File: src/rtl/serial_shift_engine.sv
// Multi-lane shift/rotate engine: loads a word, then shifts it LANES bits per step
// for a programmed number of steps. A one-cycle done pulse marks completion.
module serial_shift_engine #(
  parameter int unsigned WIDTH = 16,
  parameter int unsigned LANES = 1,
  localparam int unsigned STEPS = WIDTH / LANES,
  localparam int unsigned CW = $clog2(STEPS + 1)
) (
  input  logic             clock,
  input  logic             resetN,
  input  logic [WIDTH-1:0] resetValue,
  input  logic             load_valid,
  output logic             load_ready,
  input  logic [WIDTH-1:0] load_data,
  input  logic [1:0]       load_mode,
  input  logic [CW-1:0]    load_count,
  input  logic             hold,
  input  logic [LANES-1:0] serial_in,
  output logic [LANES-1:0] serial_out,
  output logic [WIDTH-1:0] data_out,
  output logic             busy,
  output logic             done
);

  typedef enum logic [1:0] {IDLE, SHIFT, DONE} state_t;

  state_t           state_q, state_d;
  logic [WIDTH-1:0] data_q, data_d;
  logic [CW-1:0]    rem_q, rem_d;
  logic [1:0]       mode_q, mode_d;
  logic [WIDTH-1:0] shifted;
  logic [CW-1:0]    count_clamped;

  assign count_clamped = (load_count > CW'(STEPS)) ? CW'(STEPS) : load_count;

  always_comb begin
    shifted = data_q;
    case (mode_q)
      2'b00:   shifted = {data_q[WIDTH-LANES-1:0], serial_in};
      2'b01:   shifted = {serial_in, data_q[WIDTH-1:LANES]};
      2'b10:   shifted = {data_q[WIDTH-LANES-1:0], data_q[WIDTH-1:WIDTH-LANES]};
      default: shifted = {{LANES{data_q[WIDTH-1]}}, data_q[WIDTH-1:LANES]};
    endcase
  end

  always_comb begin
    state_d = state_q;
    data_d  = data_q;
    rem_d   = rem_q;
    mode_d  = mode_q;
    case (state_q)
      IDLE: begin
        if (load_valid) begin
          data_d  = load_data;
          mode_d  = load_mode;
          rem_d   = count_clamped;
          state_d = (count_clamped == '0) ? DONE : SHIFT;
        end
      end
      SHIFT: begin
        if (!hold) begin
          data_d = shifted;
          rem_d  = rem_q - CW'(1);
          if (rem_q <= CW'(1)) state_d = DONE;
        end
      end
      DONE:    state_d = IDLE;
      default: state_d = IDLE;
    endcase
  end

  always_ff @(posedge clock) begin
    if (!resetN) begin
      state_q <= IDLE;
      data_q  <= resetValue;
      rem_q   <= '0;
      mode_q  <= '0;
    end else begin
      state_q <= state_d;
      data_q  <= data_d;
      rem_q   <= rem_d;
      mode_q  <= mode_d;
    end
  end

  // Right-going modes expose the low lanes; left-going modes the high lanes.
  assign serial_out = mode_q[0] ? data_q[LANES-1:0] : data_q[WIDTH-1:WIDTH-LANES];
  assign data_out   = data_q;
  assign load_ready = (state_q == IDLE);
  assign busy       = (state_q == SHIFT) || (state_q == DONE);
  assign done       = (state_q == DONE);

endmodule

File: config.mk
export PLATFORM = sky130hd
export DESIGN_NAME = serial_shift_engine
export DESIGN_NICKNAME = d
export VERILOG_FILES = /design/src/rtl/serial_shift_engine.sv
export SDC_FILE = /design/constraint.sdc
export NUM_CORES = 1
export LEC_CHECK = 0
export CELL_PAD_IN_SITES_DETAIL_PLACEMENT = 1
export CELL_PAD_IN_SITES_GLOBAL_PLACEMENT = 1
export CORE_AREA = 2 2 73 75
export DETAILED_ROUTE_END_ITERATION = 8
export DIE_AREA = 0 0 75 77
export GPL_ROUTABILITY_DRIVEN = 0
export PLACE_DENSITY = 0.87
export SYNTH_ARGS = -nofsm -noshare
export SYNTH_HDL_FRONTEND = slang
export SYNTH_SLANG_ARGS = --single-unit
File: constraint.sdc
create_clock -name clock -period 4 [get_ports clock]
set_input_delay 1 -clock clock [delete_from_list [all_inputs] [get_ports clock]]
set_output_delay 1 -clock clock [all_outputs]
set_load 0.02 [all_outputs]
==> reports/results.txt, run 1 <==
Largest net degree at the start of global routing -> 29
CP max FO -> 7
Max VDD drop -> 0.000295 V
Root buffer cell -> clkbuf_8
Metal3 WL -> 193 µm
Main combinational cell family by area after synthesis -> compound AO/OA/AOI/OAI gates
Worst path required time -> 3.00 ns
Seq pwr share -> 33.0%
P_sw -> 636 µW
Synth top area cells -> edfxtp_1 (29%), dfxtp_1 (11%), mux2_2 (8.7%)
Max Cap Violations -> 0
Standard-cell rows -> 26
Xor-xnor portion of the synthesized cell area -> 0%
Pins Over Slew Limit -> 0
Dpl hpwl -> 3810 µm
Reg clk slew, reported paths -> 0.09 ns
Fmax -> 0.376 GHz
Initial antenna violation count -> 0
Fin crit share -> 66.5%
Antenna viol nets, final -> 0
Outcome -> complete, no violations
Combinational power share -> 56.2%
Area of the multi-input gates -> 938 µm²
Crit path kind -> reg2out
Setup crit end kind -> output pin
Mux cell area share after synthesis -> 17.0%
RSZ-0062 raised after global routing -> no
CTS sink cnt -> 25
WL per Instance -> 16.8 µm
P_int -> 853 µW
Synth cell types -> 35
Global Route Usage Sum -> 18.9%
FF/Latch Area -> 661 µm²
Io pins -> 64
Util after Layout -> 49.0%
Crit-path max cell delay -> 0.66 ns
Syn nets -> 234
Slew @ Worst Pin -> 0.811 ns
Post-Route Setup TNS -> 0 ns
Final setup violation count -> 0
Ant. Diodes -> 0
Die W -> 75 µm
Drt drc -> 0
Tot Pwr -> 1.49 mW
Commonest non-fill, non-tap cells in the layout -> clkdlybuf4s50_1 (63), a21oi_1 (22), nor2_1 (21)
Hold Crit Class -> reg2reg
Cts bufs inserted -> 3
Sequential area share after synthesis -> 39.2%
Post-Synth Simple-Gate Area -> 13.3%
Post-CTS Resized -> 0
Layout cells sized above 1 -> 9.96%
Area growth syn-to-layout -> 44.6%
Compound-Gate Fraction of Synth Area -> 18.7%
Met2 Wirelength -> 2700 µm
Average cell area after synthesis -> 9.31 µm²
Core area -> 4980 µm²
Fin Clk Skew -> 0.00677 ns
Switching share of power -> 42.7%
Critical path arrival -> 1.66 ns
Buffers on Ports -> 63
Setup crit start kind -> flop
Clock insertion delay at the later pin of the skew report -> 0.28 ns
Leak -> 0.895 nW
Routed vias/inst -> 5.12
Final nets -> 295
Clock Tree Buf Depth -> 2
First-pass GRT wire length -> 8360 µm
Dominant cell type by area after synthesis -> edfxtp_1
Max layer used -> met4
Rel. slew slack -> 46.0%
CTS Hold Bufs -> 0
Worst hold slack -> 0.496 ns
YS warnings -> 0
Crit-path cells -> inv_1 -> ha_1 -> clkdlybuf4s50_1
DIE HEIGHT -> 77 µm
Most common cell after layout, fill and taps aside -> clkdlybuf4s50_1
Initial Util -> 33.9%
Post-Syn Instances -> 181
Fillcell total -> 587
Hold Fails Final Rpt -> 0
CTS tree -> done
Full die area -> 5780 µm²
Setup bufs post-CTS -> 0
Mapped Area -> 1690 µm²
P per Cell Area -> 611 nW/µm²
Dpl cells -> 307
Clock group share of total power -> 10.8%
Initial drt markers -> 57
FF+latch count, synth -> 25
Met1 WL -> 2230 µm
Post-layout minimum cycle time -> 2.66 ns
First-pass DRT Iterations -> 4
Post-route insts no fill -> 311
GRT Residual Overflow -> 0
Routed vias -> 1592
Post-synth top area share -> 28.5%
Vias in the first global route -> 1654
Adder-Cell Fraction of Synth Area -> 6.68%
Detailed Route WL -> 5230 µm
Slowest library cell on the worst path -> clkdlybuf4s50_1
H-tree depth -> 1
==> sequential cells by signal (all words and copies together) (netlist names) <==
register,count
data_out,16
mode_q,2
rem_q,5
state_q,2
==> power groups by stage <==
| stage | Combinational, mW | Clock [mW] | Sequential, mW |
|---|---|---|---|
| global route | 0.911 | 0.174 | 0.504 |
| CTS | 0.842 | 0.163 | 0.490 |
| finish | 0.837 | 0.161 | 0.491 |
| floorplan | 0.435 | 0 | 0.551 |
| global placement | 0.800 | 0 | 0.490 |
| detailed placement | 0.824 | 0 | 0.494 |
==> cells by family (layout without fill, tap and decap cells) <==
group,count (synthesis),after routing
AND/OR/NAND/NOR,47,47
buffers and inverters,22,82
adder cells (fa/ha/maj),9,9
multiplexers,27,27
flip-flops,25,25
AO/OA/AOI/OAI,51,51
==> layout make-up <==
| type | instances | area share (%) |
|---|---|---|
| clock buffer | 3 | 1.69 |
| clock inverter | 1 | 0.308 |
| inverter | 11 | 1.69 |
| multi-input combinational | 134 | 38.5 |
| sequential | 25 | 27.1 |
| tap | 70 | 3.59 |
| timing repair buffer | 67 | 27.1 |
==> worst max-delay path, delay by kind of cell (launching register included) <==
kind,cells,cell delay [ns]
buffers and inverters,2,0.76
flip-flops,1,0.32
adder cells (fa/ha/maj),1,0.31
==> cell usage after synthesis (all sizes together) <==
cell,n
a21oi,22
nor2,21
edfxtp,16
mux2i,14
mux2,13
inv,11
nand2,10
dfxtp,9
ha,9
o21ai,9
clkbuf,6
buf,5
a21boi,4
nand3,4
nor3,3
o211ai,3
and2,2
o221a,2
o22ai,2
or3,2
a211o,1
a22oi,1
a31oi,1
a32oi,1
a41oi,1
nor2b,1
nor3b,1
nor4b,1
nor4bb,1
o21a,1
o21bai,1
o31a,1
o41ai,1
or4,1
==> layer usage <==
layer	global-route usage, %	vias up
li1	-	774
met1	24.6	764
met2	32.2	46
met3	1.31	8
met4	6.61	0
met5	0	-
==> path summary, 6_finish.rpt <==
kind,slack (ns),end,from,depth (start not counted)
setup / recovery,1.34,load_ready,state_q[1]$_SDFFE_PN0P_,3
setup reg to reg,1.53,data_out[2]$_DFFE_PP_,state_q[1]$_SDFFE_PN0P_,6
hold / removal,0.50,state_q[0]$_SDFFE_PN0P_,state_q[0]$_SDFFE_PN0P_,2
hold reg to reg,0.50,state_q[0]$_SDFFE_PN0P_,state_q[0]$_SDFFE_PN0P_,2
==> metrics by stage <==
stage / setup slack (ns) / cell area, µm²
after CTS: 1.32 / 2440
after global routing: 1.26 / 2440
after global placement: 1.17 / 2390
after floorplan: 1.64 / 1690
after detailed placement: 1.14 / 2390
final: 1.34 / 2440
(Power assumes the default switching activity.)
==> run 2, diff against run 1 <==
Settings changed: CORE_AREA 2 2 73 75 to 2 2 80 82, DIE_AREA 0 0 75 77 to 0 0 82 84, PLACE_DENSITY 0.87 to 0.77.
Clock period 4 ns to 2.4 ns, I/O delays scaled along.
==> reports/results.txt, run 2 (synthesis gave the netlist of run 1 again) <==
CTS sink cnt -> 25 (unchanged)
Cts bufs inserted -> 3 (unchanged)
Worst hold slack -> 0.501 ns (was 0.496 ns)
Post-Route Setup TNS -> 0 ns (unchanged)
Outcome -> complete, no violations (unchanged)
Post-layout minimum cycle time -> 2.26 ns
Fin crit share -> 94.2%
GRT Residual Overflow -> 0 (unchanged)
Die W -> 82 µm (was 75 µm)
Switching share of power -> 41.4% (was 42.7%)
Routed vias -> 1553 (was 1592)
First-pass DRT Iterations -> 4 (unchanged)
Area growth syn-to-layout -> 47.1% (was 44.6%)
Initial Util -> 27.6% (was 33.9%)
Core area -> 6100 µm² (was 4980 µm²)
Buffers on Ports -> 63 (unchanged)
Reg2Reg Setup Slack -> 0.46 ns (was 1.53 ns)
Crit path kind -> reg2out (unchanged)
Largest register FFs -> 16 (unchanged)
Root buffer cell -> clkbuf_8 (unchanged)
Largest net degree at the start of global routing -> 31 (was 29)
Antenna viol nets, final -> 0 (unchanged)
Critical Path Start -> state_q[1]$_SDFFE_PN0P_ (unchanged)
H-tree depth -> 1 (unchanged)
DIE HEIGHT -> 84 µm (was 77 µm)
Initial antenna violation count -> 0 (unchanged)
Seq pwr share -> 32.8% (was 33.0%)
Combinational power share -> 56.9% (was 56.2%)
Full die area -> 6890 µm² (was 5780 µm²)
Standard-cell rows -> 29 (was 26)
Hold Fails Final Rpt -> 0 (unchanged)
Setup bufs post-CTS -> 0 (unchanged)
P_sw -> 1.03 mW (was 636 µW)
Leak -> 0.919 nW (was 0.895 nW)
Final setup violation count -> 0 (unchanged)
Global Route Usage Sum -> 14.6% (was 18.9%)
Critical path arrival -> 1.66 ns (about the same)
Post-CTS Resized -> 0 (unchanged)
CP max FO -> 7 (unchanged)
Setup crit end kind -> output pin (unchanged)
Vias in the first global route -> 1613 (was 1654)
CTS tree -> done (unchanged)
RR Startpoint -> state_q[0]$_SDFFE_PN0P_ (was state_q[1]$_SDFFE_PN0P_)
Setup crit start kind -> flop (unchanged)
CP Capture Point -> load_ready (unchanged)
R2R cell count -> 6 (unchanged)
Commonest non-fill, non-tap cells in the layout -> clkdlybuf4s50_1 (63), a21oi_1 (22), nor2_1 (21) (unchanged)
Layout cells sized above 1 -> 11.1% (was 9.96%)
Ant. Diodes -> 0 (unchanged)
Max Cap Violations -> 0 (unchanged)
Tot Pwr -> 2.48 mW (was 1.49 mW)
Final nets -> 298 (was 295)
Clock Tree Buf Depth -> 2 (unchanged)
Reg clk slew, reported paths -> 0.09 ns (about the same)
Rel. slew slack -> 76.4% (was 46.0%)
Routed vias/inst -> 4.84 (was 5.12)
Most common cell after layout, fill and taps aside -> clkdlybuf4s50_1 (unchanged)
Fmax -> 0.442 GHz
Slew @ Worst Pin -> 0.350 ns (was 0.811 ns)
First-pass GRT wire length -> 7890 µm (was 8360 µm)
Post-route insts no fill -> 321 (was 311)
Clock insertion delay at the later pin of the skew report -> 0.27 ns (was 0.28 ns)
Initial drt markers -> 59 (was 57)
Hold Crit Class -> reg2reg (unchanged)
Dpl cells -> 317 (was 307)
Detailed Route WL -> 4900 µm (was 5230 µm)
Fin Clk Skew -> 0.00306 ns (was 0.00677 ns)
Clock group share of total power -> 10.3% (was 10.8%)
Max VDD drop -> 0.000411 V (was 0.000295 V)
WL per Instance -> 15.3 µm (was 16.8 µm)
Io pins -> 64 (unchanged)
RSZ-0062 raised after global routing -> no (unchanged)
Drt drc -> 0 (unchanged)
Worst path required time -> 1.80 ns (was 3.00 ns)
CTS Hold Bufs -> 0 (unchanged)
P per Cell Area -> 1000 nW/µm² (was 611 nW/µm²)
Reg2reg end -> data_out[2]$_DFFE_PP_ (unchanged)
Util after Layout -> 40.7% (was 49.0%)
Dpl hpwl -> 3830 µm (was 3810 µm)
P_int -> 1.45 mW (was 853 µW)
Pins Over Slew Limit -> 0 (unchanged)
run 2: cell types whose count changed in the layout (fill, tap and decap cells not counted), sizes merged:
cell      before  now
clkinv         0    1
clkinvlp       1    0
buf            4    7
run 2: final cells by class:
cell class                      instances  area (µm²)
Fill cell                             725        3620
Sequential cell                        25         661
Tap cell                               77        96.3
Clock buffer                            3        41.3
Inverter                               11        41.3
Timing Repair Buffer                   70         696
Multi-Input combinational cell        134         938
Clock inverter                          1        5.00
run 2: power groups by stage:
stage / clock, mW / sequential (mW) / combinational [mW]
5_1_grt: 0.281 / 0.837 / 1.55
4_1_cts: 0.269 / 0.818 / 1.43
3_5_place_dp: 0 / 0.827 / 1.43
3_3_place_gp: 0 / 0.820 / 1.39
6_report: 0.254 / 0.814 / 1.41
2_1_floorplan: 0 / 0.919 / 0.726
run 2: worst max-delay path, cell delays in order, from the launching register on:
cell and delay, ns:
dfxtp_1 0.33, inv_1 0.09, ha_1 0.31, clkdlybuf4s50_1 0.66
run 2: through the flow:
stage          worst slack, ns  area, µm²
2_1_floorplan            0.246       1690
3_3_place_gp             0.118       2430
3_5_place_dp             0.105       2430
4_1_cts                  0.121       2480
5_1_grt                 0.0454       2480
6_report                 0.139       2480
run 2: worst min path at each step:
stage | start | endpoint | slack [ns] | cells after the start
after floorplan | state_q[0]$_SDFFE_PN0P_ | state_q[0]$_SDFFE_PN0P_ | 0.46 | 2
after global placement | state_q[0]$_SDFFE_PN0P_ | state_q[0]$_SDFFE_PN0P_ | 0.47 | 2
after detailed placement | state_q[0]$_SDFFE_PN0P_ | state_q[0]$_SDFFE_PN0P_ | 0.49 | 2
after CTS | state_q[0]$_SDFFE_PN0P_ | state_q[0]$_SDFFE_PN0P_ | 0.50 | 2
after global routing | state_q[0]$_SDFFE_PN0P_ | state_q[0]$_SDFFE_PN0P_ | 0.52 | 2
final | state_q[0]$_SDFFE_PN0P_ | state_q[0]$_SDFFE_PN0P_ | 0.50 | 2
run 2: metal layers:
metal	vias up	track usage, %	share of wire (%)
met4	0	2.73	0.47
met2	34	26.2	52
met5	-	0	0
li1	781	-	-
met1	736	18.0	43
met3	2	2.49	4.9
==> run 3, diff against run 2 <==
Clock period 2.4 ns to 1.9 ns, I/O delays scaled along.
==> reports/results.txt, run 3 (synthesis gave the netlist of run 1 again) <==
Outcome -> complete, no violations (unchanged)
R2R cell count -> 7 (was 6)
Layout cells sized above 1 -> 16.0% (was 11.1%)
CP max FO -> 3 (was 7)
CTS Hold Bufs -> 0 (unchanged)
Pre-CTS setup slack -> -0.309 ns (was 0.105 ns)
Post-Route Setup TNS -> 0 ns (unchanged)
Crit-path cells -> inv_1 -> ha_2 -> dlygate4sd2_1 (was inv_1 -> ha_1 -> clkdlybuf4s50_1)
Setup ws final -> 0.0450 ns (was 0.139 ns)
RR Startpoint -> state_q[0]$_SDFFE_PN0P_ (unchanged)
Slew @ Worst Pin -> 0.342 ns (was 0.350 ns)
Root buffer cell -> clkbuf_8 (unchanged)
Clock Tree Buf Depth -> 2 (unchanged)
Dpl hpwl -> 3840 µm (was 3830 µm)
Global Route Usage Sum -> 15.3% (was 14.6%)
Largest net degree at the start of global routing -> 47 (was 31)
CP Capture Point -> busy (was load_ready)
CTS sink cnt -> 25 (unchanged)
Routed vias -> 1585 (was 1553)
Rel. slew slack -> 76.9% (was 76.4%)
Die W -> 82 µm (unchanged)
Dpl cells -> 323 (was 317)
P per Cell Area -> 1260 nW/µm² (was 1000 nW/µm²)
Fin crit share -> 97.6%
RSZ-0062 raised after global routing -> no (unchanged)
Initial drt markers -> 80 (was 59)
First-pass GRT wire length -> 8310 µm (was 7890 µm)
Hold Crit Class -> reg2reg (unchanged)
Reg2Reg Setup Slack -> 0.09 ns (was 0.46 ns)
Clock insertion delay at the later pin of the skew report -> 0.27 ns (about the same)
H-tree depth -> 1 (unchanged)
Fin Clk Skew -> 0.00152 ns (was 0.00306 ns)
Buffers on Ports -> 63 (unchanged)
Critical path arrival -> 1.38 ns (was 1.66 ns)
Core area -> 6100 µm² (unchanged)
Commonest non-fill, non-tap cells in the layout -> clkdlybuf4s50_1 (59), nor2_1 (21), a21oi_1 (21) (was clkdlybuf4s50_1 (63), a21oi_1 (22), nor2_1 (21))
Worst path required time -> 1.42 ns (was 1.80 ns)
Fmax -> 0.539 GHz
WL per Instance -> 15.4 µm (was 15.3 µm)
Drt drc -> 0 (unchanged)
Hold Fails Final Rpt -> 0 (unchanged)
Slowest library cell on the worst path -> dfxtp_1 (was clkdlybuf4s50_1)
Max Cap Violations -> 0 (unchanged)
Antenna viol nets, final -> 0 (unchanged)
Reg clk slew, reported paths -> 0.09 ns (about the same)
Worst hold slack -> 0.506 ns (was 0.501 ns)
Full die area -> 6890 µm² (unchanged)
CTS tree -> done (unchanged)
Routed vias/inst -> 4.85 (was 4.84)
Leak -> 0.966 nW (was 0.919 nW)
First-pass DRT Iterations -> 4 (unchanged)
Largest register FFs -> 16 (unchanged)
Max VDD drop -> 0.000450 V (was 0.000411 V)
Standard-cell rows -> 29 (unchanged)
Most common cell after layout, fill and taps aside -> clkdlybuf4s50_1 (unchanged)
Io pins -> 64 (unchanged)
Initial antenna violation count -> 0 (unchanged)
Area growth syn-to-layout -> 52.3% (was 47.1%)
DIE HEIGHT -> 84 µm (unchanged)
Ant. Diodes -> 0 (unchanged)
Crit-path max cell delay -> 0.38 ns (was 0.66 ns)
Final nets -> 304 (was 298)
Final instance area -> 2570 µm² (was 2480 µm²)
Post-layout minimum cycle time -> 1.86 ns
Vias in the first global route -> 1658 (was 1613)
Final setup violation count -> 0 (unchanged)
Crit path kind -> reg2out (unchanged)
Post-route insts no fill -> 327 (was 321)
Detailed Route WL -> 5020 µm (was 4900 µm)
Reg2reg end -> rem_q[2]$_SDFFE_PN0P_ (was data_out[2]$_DFFE_PP_)
Pins Over Slew Limit -> 0 (unchanged)
Setup crit start kind -> flop (unchanged)
Critical Path Start -> state_q[0]$_SDFFE_PN0P_ (was state_q[1]$_SDFFE_PN0P_)
Initial Util -> 27.6% (unchanged)
GRT Residual Overflow -> 0 (unchanged)
Setup crit end kind -> output pin (unchanged)
DP Area -> 2500 µm² (was 2430 µm²)
Cts bufs inserted -> 3 (unchanged)
==> run 3: power by group <==
group          leakage (nW)  internal (mW)  switching [mW]  total [mW]
combinational         0.708          0.908           0.983        1.89
sequential            0.236          0.836           0.188        1.02
clock                0.0217          0.149           0.177       0.326
==> run 3: cell type report <==
type | instances | area (µm²)
inverter | 11 | 41.3
multi-input combinational | 134 | 968
fill | 722 | 3530
clock inverter | 1 | 7.51
sequential | 25 | 661
timing repair buffer | 76 | 751
tap | 77 | 96.3
clock buffer | 3 | 41.3
==> run 3: per-layer routing <==
metal / GRT usage, % / vias to the layer above / part of all wire [%]
met3: 2.27 / 4 / 4.2
met5: 0 / - / 0
li1: - / 801 / -
met1: 19.5 / 750 / 43
met2: 27.0 / 30 / 53
met4: 2.73 / 0 / 0.64
==> run 3: worst min path at each step <==
stage                             from                 endpoint  slack [ns]  cells after the start
6_report       state_q[0]$_SDFFE_PN0P_  state_q[0]$_SDFFE_PN0P_        0.51                      2
3_5_place_dp   state_q[0]$_SDFFE_PN0P_  state_q[0]$_SDFFE_PN0P_        0.49                      2
4_1_cts        state_q[0]$_SDFFE_PN0P_  state_q[0]$_SDFFE_PN0P_        0.51                      2
3_3_place_gp   state_q[0]$_SDFFE_PN0P_  state_q[0]$_SDFFE_PN0P_        0.48                      2
5_1_grt        state_q[0]$_SDFFE_PN0P_  state_q[0]$_SDFFE_PN0P_        0.55                      2
2_1_floorplan  state_q[0]$_SDFFE_PN0P_  state_q[0]$_SDFFE_PN0P_        0.46                      2
==> run 3: critical path, delay by kind of cell, from the launching register on <==
| kind | cells | cell delay, ns |
|---|---|---|
| buffers and inverters | 2 | 0.43 |
| DFF | 1 | 0.38 |
| adders and majority gates | 1 | 0.31 |
==> run 3: per-stage QoR <==
stage / total power [mW] / utilization, %
floorplan: 2.10 / -
global placement: 2.86 / 41.0
detailed placement: 2.93 / 41.0
CTS: 3.25 / 41.8
global route: 3.50 / 42.1
finish: 3.24 / 42.1
==> run 3: repair_timing <==
item                                    CTS  global route
resized for setup                         5             7
setup buffers                             0             0
endpoints found under the setup margin   21             4
